### config.mk
export PLATFORM = sky130hd
export DESIGN_NAME = cell_plotter_flat
export DESIGN_NICKNAME = d
export VERILOG_FILES = /design/src/rtl/tetris_pkg.sv /design/src/rtl/cell_plotter_if.sv /design/src/rtl/plot_fifo.sv /design/src/rtl/cell_plotter.sv /design/src/flat_wrapper.sv
export SDC_FILE = /design/constraint.sdc
export NUM_CORES = 1
export LEC_CHECK = 0
export BUFFER_PORTS_ARGS = -buffer_cell sky130_fd_sc_hd__buf_2
export CAP_MARGIN = 10
export CORE_MARGIN = 1.5
export CORE_UTILIZATION = 50
export CTS_CLUSTER_SIZE = 14
export DETAILED_ROUTE_END_ITERATION = 16
export PLACE_DENSITY = 0.68
export SETUP_SLACK_MARGIN = 0.1
export SYNTH_ARGS = -nofsm -noshare
export SYNTH_HDL_FRONTEND = slang
export SYNTH_SLANG_ARGS = --single-unit
### constraint.sdc
create_clock -name clk -period 9.6 [get_ports clk]
set_clock_uncertainty 0.2 [all_clocks]
set_input_delay 0.96 -clock clk [delete_from_list [all_inputs] [get_ports clk]]
set_output_delay 0.96 -clock clk [all_outputs]
set_load 0.05 [all_outputs]
### src/rtl/tetris_pkg.sv
// Shared board geometry, field widths, op encodings and the plotter FSM
// state type. Also consumed by the game controller.
package tetris_pkg;

  localparam int BOARD_COLS     = 10;
  localparam int BOARD_ROWS     = 20;
  localparam int CELL_PX        = 5;
  localparam int BOARD_ORIGIN_X = 55;
  localparam int BOARD_ORIGIN_Y = 10;

  localparam int COLOUR_W = 6;
  localparam int X_W      = 8;
  localparam int Y_W      = 7;
  localparam int COL_W    = 4;
  localparam int ROW_W    = 5;

  localparam logic OP_CELL  = 1'b0;
  localparam logic OP_CLEAR = 1'b1;

  typedef enum logic [1:0] {
    ST_IDLE,
    ST_LOAD,
    ST_DRAW
  } plot_state_t;

  typedef struct packed {
    logic                op;
    logic [COL_W-1:0]    col;
    logic [ROW_W-1:0]    row;
    logic [COLOUR_W-1:0] colour;
  } plot_req_t;

  localparam int REQ_W = $bits(plot_req_t);

  // Screen coordinate of a cell edge, kept at 9 bits so the caller decides
  // how to truncate to the screen axis width.
  function automatic logic [8:0] cell_base(input logic [8:0] origin,
                                           input logic [8:0] idx,
                                           input logic [8:0] cell_px);
    return origin + idx * cell_px;
  endfunction

endpackage

### src/rtl/cell_plotter_if.sv
// Request bus from the game controller into the cell plotter.
interface cell_plotter_if;
  import tetris_pkg::*;

  logic                req_valid;
  logic                req_ready;
  logic                req_op;
  logic [COL_W-1:0]    req_col;
  logic [ROW_W-1:0]    req_row;
  logic [COLOUR_W-1:0] req_colour;

  modport master (
    output req_valid, req_op, req_col, req_row, req_colour,
    input  req_ready
  );

  modport slave (
    input  req_valid, req_op, req_col, req_row, req_colour,
    output req_ready
  );

endinterface

### src/rtl/plot_fifo.sv
// Small synchronous request FIFO with a combinational head read, so the
// consumer can inspect the oldest entry in the same cycle it pops it.
module plot_fifo #(
  parameter  int WIDTH = 16,
  parameter  int DEPTH = 4,
  localparam int PTR_W = $clog2(DEPTH),
  localparam int CNT_W = PTR_W + 1
) (
  input  logic             clk,
  input  logic             reset_n,
  input  logic             push,
  input  logic [WIDTH-1:0] wdata,
  input  logic             pop,
  output logic [WIDTH-1:0] rdata,
  output logic             full,
  output logic             empty,
  output logic [CNT_W-1:0] count
);

  logic [WIDTH-1:0] mem [DEPTH];
  logic [PTR_W-1:0] wr_ptr;
  logic [PTR_W-1:0] rd_ptr;
  logic             do_push;
  logic             do_pop;

  assign full    = (count == CNT_W'(DEPTH));
  assign empty   = (count == '0);
  assign do_push = push && !full;
  assign do_pop  = pop && !empty;
  assign rdata   = mem[rd_ptr];

  // Storage array; contents are don't-care until written, so no reset.
  always_ff @(posedge clk) begin
    if (do_push) begin
      mem[wr_ptr] <= wdata;
    end
  end

  // Pointers and occupancy; pointers wrap naturally since DEPTH is a power of two.
  always_ff @(posedge clk or negedge reset_n) begin
    if (!reset_n) begin
      wr_ptr <= '0;
      rd_ptr <= '0;
      count  <= '0;
    end else begin
      if (do_push) begin
        wr_ptr <= wr_ptr + PTR_W'(1);
      end
      if (do_pop) begin
        rd_ptr <= rd_ptr + PTR_W'(1);
      end
      case ({do_push, do_pop})
        2'b10:   count <= count + CNT_W'(1);
        2'b01:   count <= count - CNT_W'(1);
        default: count <= count;
      endcase
    end
  end

endmodule

### src/rtl/cell_plotter.sv
// Expands queued board-cell draw and board-clear requests into a stream of
// single-pixel writes for the VGA adapter, one pixel per clock.
module cell_plotter
  import tetris_pkg::*;
#(
  parameter int                  CELL_SIZE    = CELL_PX,
  parameter int                  ORIGIN_X     = BOARD_ORIGIN_X,
  parameter int                  ORIGIN_Y     = BOARD_ORIGIN_Y,
  parameter int                  BOARD_W      = BOARD_COLS,
  parameter int                  BOARD_H      = BOARD_ROWS,
  parameter logic [COLOUR_W-1:0] CLEAR_COLOUR = 6'b000000,
  parameter int                  FIFO_DEPTH   = 4
) (
  input  logic                clk,
  input  logic                reset_n,
  cell_plotter_if.slave       req,
  output logic [X_W-1:0]      X,
  output logic [Y_W-1:0]      Y,
  output logic [COLOUR_W-1:0] colour,
  output logic                writeEn,
  output logic                busy,
  output logic                req_dropped
);

  localparam int CNT_W = $clog2(FIFO_DEPTH) + 1;

  if ((ORIGIN_X + BOARD_W * CELL_SIZE > 160) ||
      (ORIGIN_Y + BOARD_H * CELL_SIZE > 120)) begin : g_geom_check
    $error("cell_plotter: board does not fit on the 160x120 screen");
  end

  plot_state_t         state;
  plot_state_t         state_next;

  logic                fifo_full;
  logic                fifo_empty;
  logic [CNT_W-1:0]    fifo_count;
  logic [REQ_W-1:0]    head_bits;
  plot_req_t           head;
  logic                push;
  logic                pop;
  logic                drop;

  logic [8:0]          load_x9;
  logic [8:0]          load_y9;
  logic [X_W-1:0]      load_w;
  logic [Y_W-1:0]      load_h;
  logic [COLOUR_W-1:0] load_colour;
  logic                head_bad;

  logic [X_W-1:0]      base_x;
  logic [Y_W-1:0]      base_y;
  logic [X_W-1:0]      ext_w;
  logic [Y_W-1:0]      ext_h;
  logic [X_W-1:0]      dx;
  logic [Y_W-1:0]      dy;
  logic                last_x;
  logic                last_y;

  assign req.req_ready = !fifo_full;
  assign push          = req.req_valid && !fifo_full;
  assign head          = plot_req_t'(head_bits);
  assign busy          = !fifo_empty || (state != ST_IDLE);
  assign last_x        = (dx == ext_w - X_W'(1));
  assign last_y        = (dy == ext_h - Y_W'(1));

  plot_fifo #(
    .WIDTH (REQ_W),
    .DEPTH (FIFO_DEPTH)
  ) u_fifo (
    .clk     (clk),
    .reset_n (reset_n),
    .push    (push),
    .wdata   ({req.req_op, req.req_col, req.req_row, req.req_colour}),
    .pop     (pop),
    .rdata   (head_bits),
    .full    (fifo_full),
    .empty   (fifo_empty),
    .count   (fifo_count)
  );

  // Decode the FIFO head into a rectangle: origin, extent, colour, validity.
  always_comb begin
    load_x9     = 9'(ORIGIN_X);
    load_y9     = 9'(ORIGIN_Y);
    load_w      = X_W'(CELL_SIZE);
    load_h      = Y_W'(CELL_SIZE);
    load_colour = head.colour;
    head_bad    = 1'b0;
    if (head.op == OP_CLEAR) begin
      load_w      = X_W'(BOARD_W * CELL_SIZE);
      load_h      = Y_W'(BOARD_H * CELL_SIZE);
      load_colour = CLEAR_COLOUR;
    end else begin
      load_x9  = cell_base(9'(ORIGIN_X), 9'(head.col), 9'(CELL_SIZE));
      load_y9  = cell_base(9'(ORIGIN_Y), 9'(head.row), 9'(CELL_SIZE));
      head_bad = (32'(head.col) >= BOARD_W) || (32'(head.row) >= BOARD_H);
    end
  end

  // State register.
  always_ff @(posedge clk or negedge reset_n) begin
    if (!reset_n) begin
      state <= ST_IDLE;
    end else begin
      state <= state_next;
    end
  end

  // Next state plus FIFO pop / drop control; a same-cycle push counts as work pending.
  always_comb begin
    state_next = state;
    pop        = 1'b0;
    drop       = 1'b0;
    case (state)
      ST_IDLE: begin
        if (!fifo_empty) begin
          state_next = ST_LOAD;
        end
      end
      ST_LOAD: begin
        pop = 1'b1;
        if (head_bad) begin
          drop       = 1'b1;
          state_next = ((fifo_count > CNT_W'(1)) || push) ? ST_LOAD : ST_IDLE;
        end else begin
          state_next = ST_DRAW;
        end
      end
      ST_DRAW: begin
        if (last_x && last_y) begin
          state_next = (!fifo_empty || push) ? ST_LOAD : ST_IDLE;
        end
      end
      default: state_next = ST_IDLE;
    endcase
  end

  // Rectangle walker: LOAD registers the first pixel, DRAW steps dx inside dy.
  always_ff @(posedge clk or negedge reset_n) begin
    if (!reset_n) begin
      base_x      <= '0;
      base_y      <= '0;
      ext_w       <= '0;
      ext_h       <= '0;
      dx          <= '0;
      dy          <= '0;
      X           <= '0;
      Y           <= '0;
      colour      <= '0;
      writeEn     <= 1'b0;
      req_dropped <= 1'b0;
    end else begin
      req_dropped <= drop;
      case (state)
        ST_LOAD: begin
          if (head_bad) begin
            writeEn <= 1'b0;
          end else begin
            base_x  <= X_W'(load_x9);
            base_y  <= Y_W'(load_y9);
            ext_w   <= load_w;
            ext_h   <= load_h;
            dx      <= '0;
            dy      <= '0;
            X       <= X_W'(load_x9);
            Y       <= Y_W'(load_y9);
            colour  <= load_colour;
            writeEn <= 1'b1;
          end
        end
        ST_DRAW: begin
          if (last_x && last_y) begin
            writeEn <= 1'b0;
          end else if (last_x) begin
            dx      <= '0;
            dy      <= dy + Y_W'(1);
            X       <= base_x;
            Y       <= base_y + dy + Y_W'(1);
            writeEn <= 1'b1;
          end else begin
            dx      <= dx + X_W'(1);
            X       <= base_x + dx + X_W'(1);
            writeEn <= 1'b1;
          end
        end
        default: begin
          writeEn <= 1'b0;
        end
      endcase
    end
  end

endmodule

### src/flat_wrapper.sv
// flat-port wrapper written by rule: the top's interface ports become plain ports
module cell_plotter_flat import tetris_pkg::*;
#(
  parameter int                  CELL_SIZE    = CELL_PX,
  parameter int                  ORIGIN_X     = BOARD_ORIGIN_X,
  parameter int                  ORIGIN_Y     = BOARD_ORIGIN_Y,
  parameter int                  BOARD_W      = BOARD_COLS,
  parameter int                  BOARD_H      = BOARD_ROWS,
  parameter logic [COLOUR_W-1:0] CLEAR_COLOUR = 6'b000000,
  parameter int                  FIFO_DEPTH   = 4
)
  (clk, reset_n, X, Y, colour, writeEn, busy, req_dropped, req_req_valid, req_req_op, req_req_col, req_req_row, req_req_colour, req_req_ready);
  cell_plotter_if req_i ();
  input  logic clk;
  input  logic reset_n;
  output logic [X_W-1:0] X;
  output logic [Y_W-1:0] Y;
  output logic [COLOUR_W-1:0] colour;
  output logic writeEn;
  output logic busy;
  output logic req_dropped;
  input wire logic [$bits(req_i.req_valid)-1:0] req_req_valid;
  input wire logic [$bits(req_i.req_op)-1:0] req_req_op;
  input wire logic [$bits(req_i.req_col)-1:0] req_req_col;
  input wire logic [$bits(req_i.req_row)-1:0] req_req_row;
  input wire logic [$bits(req_i.req_colour)-1:0] req_req_colour;
  output wire logic [$bits(req_i.req_ready)-1:0] req_req_ready;
  assign req_i.req_valid = req_req_valid;
  assign req_i.req_op = req_req_op;
  assign req_i.req_col = req_req_col;
  assign req_i.req_row = req_req_row;
  assign req_i.req_colour = req_req_colour;
  assign req_req_ready = req_i.req_ready;
  cell_plotter #(.CELL_SIZE(CELL_SIZE), .ORIGIN_X(ORIGIN_X), .ORIGIN_Y(ORIGIN_Y), .BOARD_W(BOARD_W), .BOARD_H(BOARD_H), .CLEAR_COLOUR(CLEAR_COLOUR), .FIFO_DEPTH(FIFO_DEPTH)) u_core (.clk(clk), .reset_n(reset_n), .req(req_i), .X(X), .Y(Y), .colour(colour), .writeEn(writeEn), .busy(busy), .req_dropped(req_dropped));
endmodule
Yosys cells after proc, flatten, opt, wreduce, memory -nomap -nowiden
Memory sizes are Yosys's and may differ from the RTL's.
Index checks and enable logic that the tools add are counted.

operators by class
  add/subtract/negate cells = 14
  $mul = 2
  divide/modulo/power cells = 0
  $lt $le $gt $ge = 3
  equal/unequal tests = 12
  shift operators = 0
  muxes and demuxes = 37
  bitwise operators = 1
  reductions and logical operators = 19

operators with widths
  cell                                               number
  two-way mux 7 bit                                  8
  two-way mux 8 bit                                  7
  one-hot mux 8 bit (2 select lines)                 2
  one-hot mux 7 bit (2 select lines)                 2
  adder 8 x 1 -> 8 bit (second input constant)       2
  adder 7 x 1 -> 7 bit (second input constant)       2
  two-way mux 6 bit                                  2
  two-way mux 1 bit                                  10
  adder 6 x 7 -> 8 bit (first input constant)        1
  adder 8 bit                                        1
  == test 8 bit                                      1
  subtractor 8 x 1 -> 8 bit (second input constant)  1
  adder 4 x 7 -> 7 bit (first input constant)        1
  adder 7 bit                                        1
  == test 7 bit                                      1
  multiplier 4 x 3 -> 7 bit (second input constant)  1
  multiplier 5 x 3 -> 7 bit (second input constant)  1
  subtractor 7 x 1 -> 7 bit (second input constant)  1
  two-way mux 2 bit                                  3
  != test 2 bit (second input constant)              3
  one-hot mux 2 bit (3 select lines)                 1
  one-hot mux 3 bit (2 select lines)                 1
  nonzero test 2 bit                                 3
  >= comparator 5 bit (second input constant)        1
  19 further kinds                                   31

word-level totals
  flip-flop bits (word level) = 77
  bits in latches = 0
  memory bits (writable) = 64
  ROM bits = 0
  input bits = 19
  output and inout bits = 25
  word-level logic and storage cells = 104
  memories kept = 1

memories
  name               depth  bits a word  read ports  clocked after Yosys merged registers in  wr ports  line             RTL
  u_core.u_fifo.mem  4      16           1           0                                        1         plot_fifo.sv:20  logic [WIDTH-1:0] mem [DEPTH];

Logic depth before layout (Yosys ltp)
  depth after elaboration = 7
  gate-level depth with buffers = 14
  mapped depth without buffers = 12

By module
From an unflattened synthesis, not the netlist that was laid out.

unflattened totals
  cells, all modules = 575
  area, all modules = 6,850.3 um^2

modules (own cells, without submodules)
  module        times used  cells an instance  area each (um^2)  seq. area each (um^2)
  cell_plotter  1           454                4,075.2           1,451.4
  plot_fifo     1           121                2,775.2           2,097.0

Worst setup path before layout
OpenSTA, ideal clock, no wires.

  kind = register -> register
  start = register u_core.u_fifo.rd_ptr[0]
  end = register u_core.X[7]
  library setup time = 0.096 ns
  data arrival time = 3.395 ns
  required time = 9.304 ns
  slack = 5.909 ns
  cell stages (with the launch flop) = 14
  path buffers = 2
  clock period less this slack = 3.691 ns
  cell sequence = dfrtp_1 > buf_6 > buf_1 > mux4_2 > ha_1 > inv_1 > fa_1 > nor2b_1 > o21ai_0 > a21boi_0 > o21bai_1 > a2111oi_0 > a21oi_1 > o31ai_1

on the way
  word-level cells in the longest chain between the ends = 6
  elaborated cells between the ends (all ways) = 12
  those cells by class = add/sub (1); mul (1); order compare (2); eq/ne (1); mux (4); reduce/logical (2); memory (1)

RTL lines
  element                                                                    line                                  RTL
  from (decl)                                                                plot_fifo.sv:22                       logic [PTR_W-1:0] rd_ptr;
  from (signal assigned)                                                     plot_fifo.sv:50                       rd_ptr <= rd_ptr + PTR_W'(1);
  memory (4 x 16 bit) (*)                                                    --
  multiplier 4 x 3 -> 7 bit, or another cell as far along                    tetris_pkg.sv:40                      return origin + idx * cell_px;
  adder 6 x 7 -> 8 bit or logical OR 1 bit (tied branches)                   tetris_pkg.sv:40, cell_plotter.sv:97
  two-way mux 8 bit or two-way mux 1 bit (tied branches)                     cell_plotter.sv:90                    if (head.op == OP_CLEAR) begin
  two-way mux 8 bit or != test 2 bit (tied branches)                         --
  one-hot mux 8 bit (2 select lines) or AND reduction 3 bit (tied branches)  --
  to (signal assigned)                                                       cell_plotter.sv:166                   X <= X_W'(load_x9);
  to (signal assigned)                                                       cell_plotter.sv:178                   X <= base_x;
  to (signal assigned)                                                       cell_plotter.sv:183                   X <= base_x + dx + X_W'(1);
  to (decl)                                                                  cell_plotter.sv:17                    output logic [X_W-1:0] X,

Every way passes the cells marked *; elsewhere a longest branch is shown, timed or not. The select of a mux whose other input is x is not followed.
A chain may end at the register's enable or synchronous reset.

Worst setup path in the final report
Ends and elaborated chain as after synthesis.

==> results.ini <==
[outcome]
status = complete, no violations

[place]
hpwl_mm = 9.179
post-place-cells = 790
port-buffer-count = 43
gp_congestion = 0.8026

[cts]
cts_resized = 0
cts_buffers = 17
path_clk_slew_ns = 0.06
cts_root_buffer = clkbuf_16
h-tree-depth = 4
clk_latency_ns = 0.42
clockBufferDepth = 2
hold_buffers = 0
cts.sinks = 129
cts_tree = done
postCtsSetupRepairBufs = 0

[setup_path]
crit_chain = mux4_2 -> ha_1 -> ha_1 -> ha_1 -> nor2b_1 -> o21ai_0 -> a21boi_0 -> o21bai_1 -> a2111oi_0 -> a21oi_1 -> o31ai_1
cp-end-kind = register
crit_slowest_cell = dfrtp_1
cp_slowest_stage_delay_ns = 1.03
cp_common_cell = ha_1
crit_arrival_ns = 4.33
startpoint_type = register
required_ns = 9.72
crit_type = register to register
worstPathMaxFanout = 20

[detailed_routing]
wire_per_inst_um = 16.66
routed_wl_mm = 13.69
wl_met2_mm = 6.619
drc = 0
firstDrtPassIters = 4
vias = 4586
routed.top_layer = met4
wl_met1_mm = 6.321
drt-initial-drc-count = 349
met3_length_um = 620
antenna_left = 0
post_drt_via_cell_ratio = 5.579

[power]
switchingPower_mw = 1.331
seq_power_share_pct = 28.7
vdd_ir_drop_max_v = 0.0001892
pwr-share-clk_pct = 20.4
p_int_mw = 1.688
p_per_area_nw_per_um2 = 385.8
p_leak_nw = 3.418
switching_share_pct = 44.09
pwr-share-comb_pct = 51.0

[yosys]
avgSynthCellArea_um2 = 11.68
synth_common_cells = nand2_1, dfrtp_1, edfxtp_1
yosysTopAreaCell = edfxtp_1
ys_warn_count = 0
yosys-top-cells-area = edfxtp_1, dfrtp_1, ha_1
synthFlopType = dfrtp_1
synth_top_area_share_pct = 27.89
synth-edff-count = 64
syn_area_um2 = 6892
yosys_register_bits = 129
ys_seq_area_share_pct = 51.49
ys_async_sr_fraction_pct = 50.39
yosysMostFrequentCell = nand2_1
syn_inst = 590
syn-num-nets = 667
synth.distinct_cells = 60

[timing]
holdWs_ns = 0.2747
finalCriticalPeriod_ns = 4.207
hold_violations = 0
fmax_mhz = 237.7
setup-tns-final_ns = 0
setup_viol = 0
worstMarginPinSlew_ns = 1.045
slew_violations = 0
max-slew-margin-rel_pct = 30.33
fin_crit_sh_pct = 43.83
rsz0062_at_grt = no

[job]
maxCapViolations = 0

[final_layout]
drive_gt1_share_pct = 15.79
fillers = 1108
antenna_cells = 0
area_growth_pct = 13.53
post-route-util_pct = 58.61
finalNonFillerCells = 822
nets = 710

[die]
rows = 42
dieArea_um2 = 14500
die_y_um = 120.4
die_w_um = 120.4
initial_core_util_pct = 51.63
pin_count = 44
core-area_um2 = 13350

[global_routing]
gr-total-overflow = 0
grt_antenna_before_repair = 0
grtUsageTotal_pct = 20.30
grt_pass1_wl_mm = 22.81
grt_pass1_vias = 4615
grt_start_max_net_pins = 66

[min_path]
min_path_type = register to register

power groups by stage:
stage / combinational (mW) / sequential, mW / clock (mW)
2_1_floorplan: 1.13 / 0.946 / 0
3_3_place_gp: 1.50 / 0.869 / 0
3_5_place_dp: 1.54 / 0.877 / 0
4_1_cts: 1.55 / 0.867 / 0.625
5_1_grt: 1.73 / 0.885 / 0.647
6_report: 1.54 / 0.866 / 0.615
placed cells by master, fill, tap and decap left out, types with 3 or more instances in the layout:
| cell type | count |
|---|---|
| nand2_1 | 73 |
| dfrtp_1 | 65 |
| edfxtp_1 | 64 |
| ha_1 | 54 |
| o21ai_0 | 44 |
| buf_2 | 43 |
| nor2_1 | 31 |
| inv_1 | 28 |
| a21oi_1 | 23 |
| xnor2_1 | 19 |
| clkbuf_16 | 17 |
| a21o_1 | 13 |
| mux4_2 | 10 |
| xor2_1 | 10 |
| mux2i_1 | 10 |
| and3_1 | 8 |
| nand3_1 | 8 |
| nor2b_1 | 7 |
| o31ai_1 | 7 |
| mux4_1 | 6 |
| nand2b_1 | 6 |
| mux2_2 | 6 |
| o21ai_1 | 6 |
| buf_4 | 6 |
| nor3_1 | 5 |
| a22o_1 | 5 |
| inv_8 | 5 |
| inv_6 | 5 |
| o211ai_1 | 4 |
| fa_1 | 4 |
| o21bai_1 | 3 |
| or4_1 | 3 |
| a211oi_1 | 3 |
cell families after synthesis:
logic type                 share of synthesized area (%)
adders and majority gates                          10.97
AOI/OAI and AO/OA                                  11.95
xor gates and xnor gates                           3.685
muxes                                              7.988
and+or+nand+nor                                    10.60
buffers and inverters                              3.322
DFF                                                51.49
worst max-delay path: cells and delay by family, from the launching register on:
| family | cells | cell delay, ns |
|---|---|---|
| multiplexers | 1 | 0.67 |
| flip-flops | 1 | 1.03 |
| AND/OR/NAND/NOR | 1 | 0.17 |
| adder cells (fa/ha/maj) | 3 | 0.92 |
| AO/OA/AOI/OAI | 6 | 1.10 |
state kept, by name, indices dropped and copies added, names as in the netlist, 3 cells and up:
| signal | count |
|---|---|
| u_core.base_x | 8 |
| u_core.X | 8 |
| u_core.u_fifo.mem | 64 |
| u_core.base_y | 7 |
| u_core.u_fifo.count | 3 |
| u_core.dy | 7 |
| u_core.Y | 7 |
| u_core.dx | 8 |
| u_core.ext_h | 3 |
| u_core.colour | 6 |
area by class of cell:
type	count	area (um^2)	area share, %
tap	176	220.2	2.815
multi-input combinational	407	3123	39.92
sequential	129	3548	45.35
clock inverter	15	137.6	1.759
inverter	29	108.9	1.391
clock buffer	17	425.4	5.437
timing repair buffer	49	260.3	3.326
path summary, 6_finish.rpt:
kind	from	endpoint	slack [ns]	cells after the start
worst min register to register	u_core.Y[2]	u_core.Y[2]	0.27	2
min in group asynchronous	reset_n	u_core.dx[4]	0.53	2
worst min-delay path	u_core.Y[2]	u_core.Y[2]	0.27	2
worst max-delay path	u_core.u_fifo.rd_ptr[0]	u_core.X[7]	5.39	11
worst max register to register	u_core.u_fifo.rd_ptr[0]	u_core.X[7]	5.39	11
max in group asynchronous	reset_n	u_core.Y[3]	8.09	2
metrics by stage:
step / total power, mW / area (um^2) / setup WS (ns)
floorplan: 2.074 / 6892 / 5.909
global placement: 2.366 / 7261 / 5.378
detailed placement: 2.412 / 7261 / 5.360
CTS: 3.044 / 7824 / 5.321
global route: 3.260 / 7824 / 4.995
finish: 3.018 / 7824 / 5.393
routing by layer:
layer / GRT usage, % / vias to the layer above
met4: 6.985 / 0
met5: 0 / -
met1: 26.54 / 2241
li1: - / 2233
met3: 5.000 / 13
met2: 33.20 / 99
No activity file was read; power rests on OpenSTA's default activity.
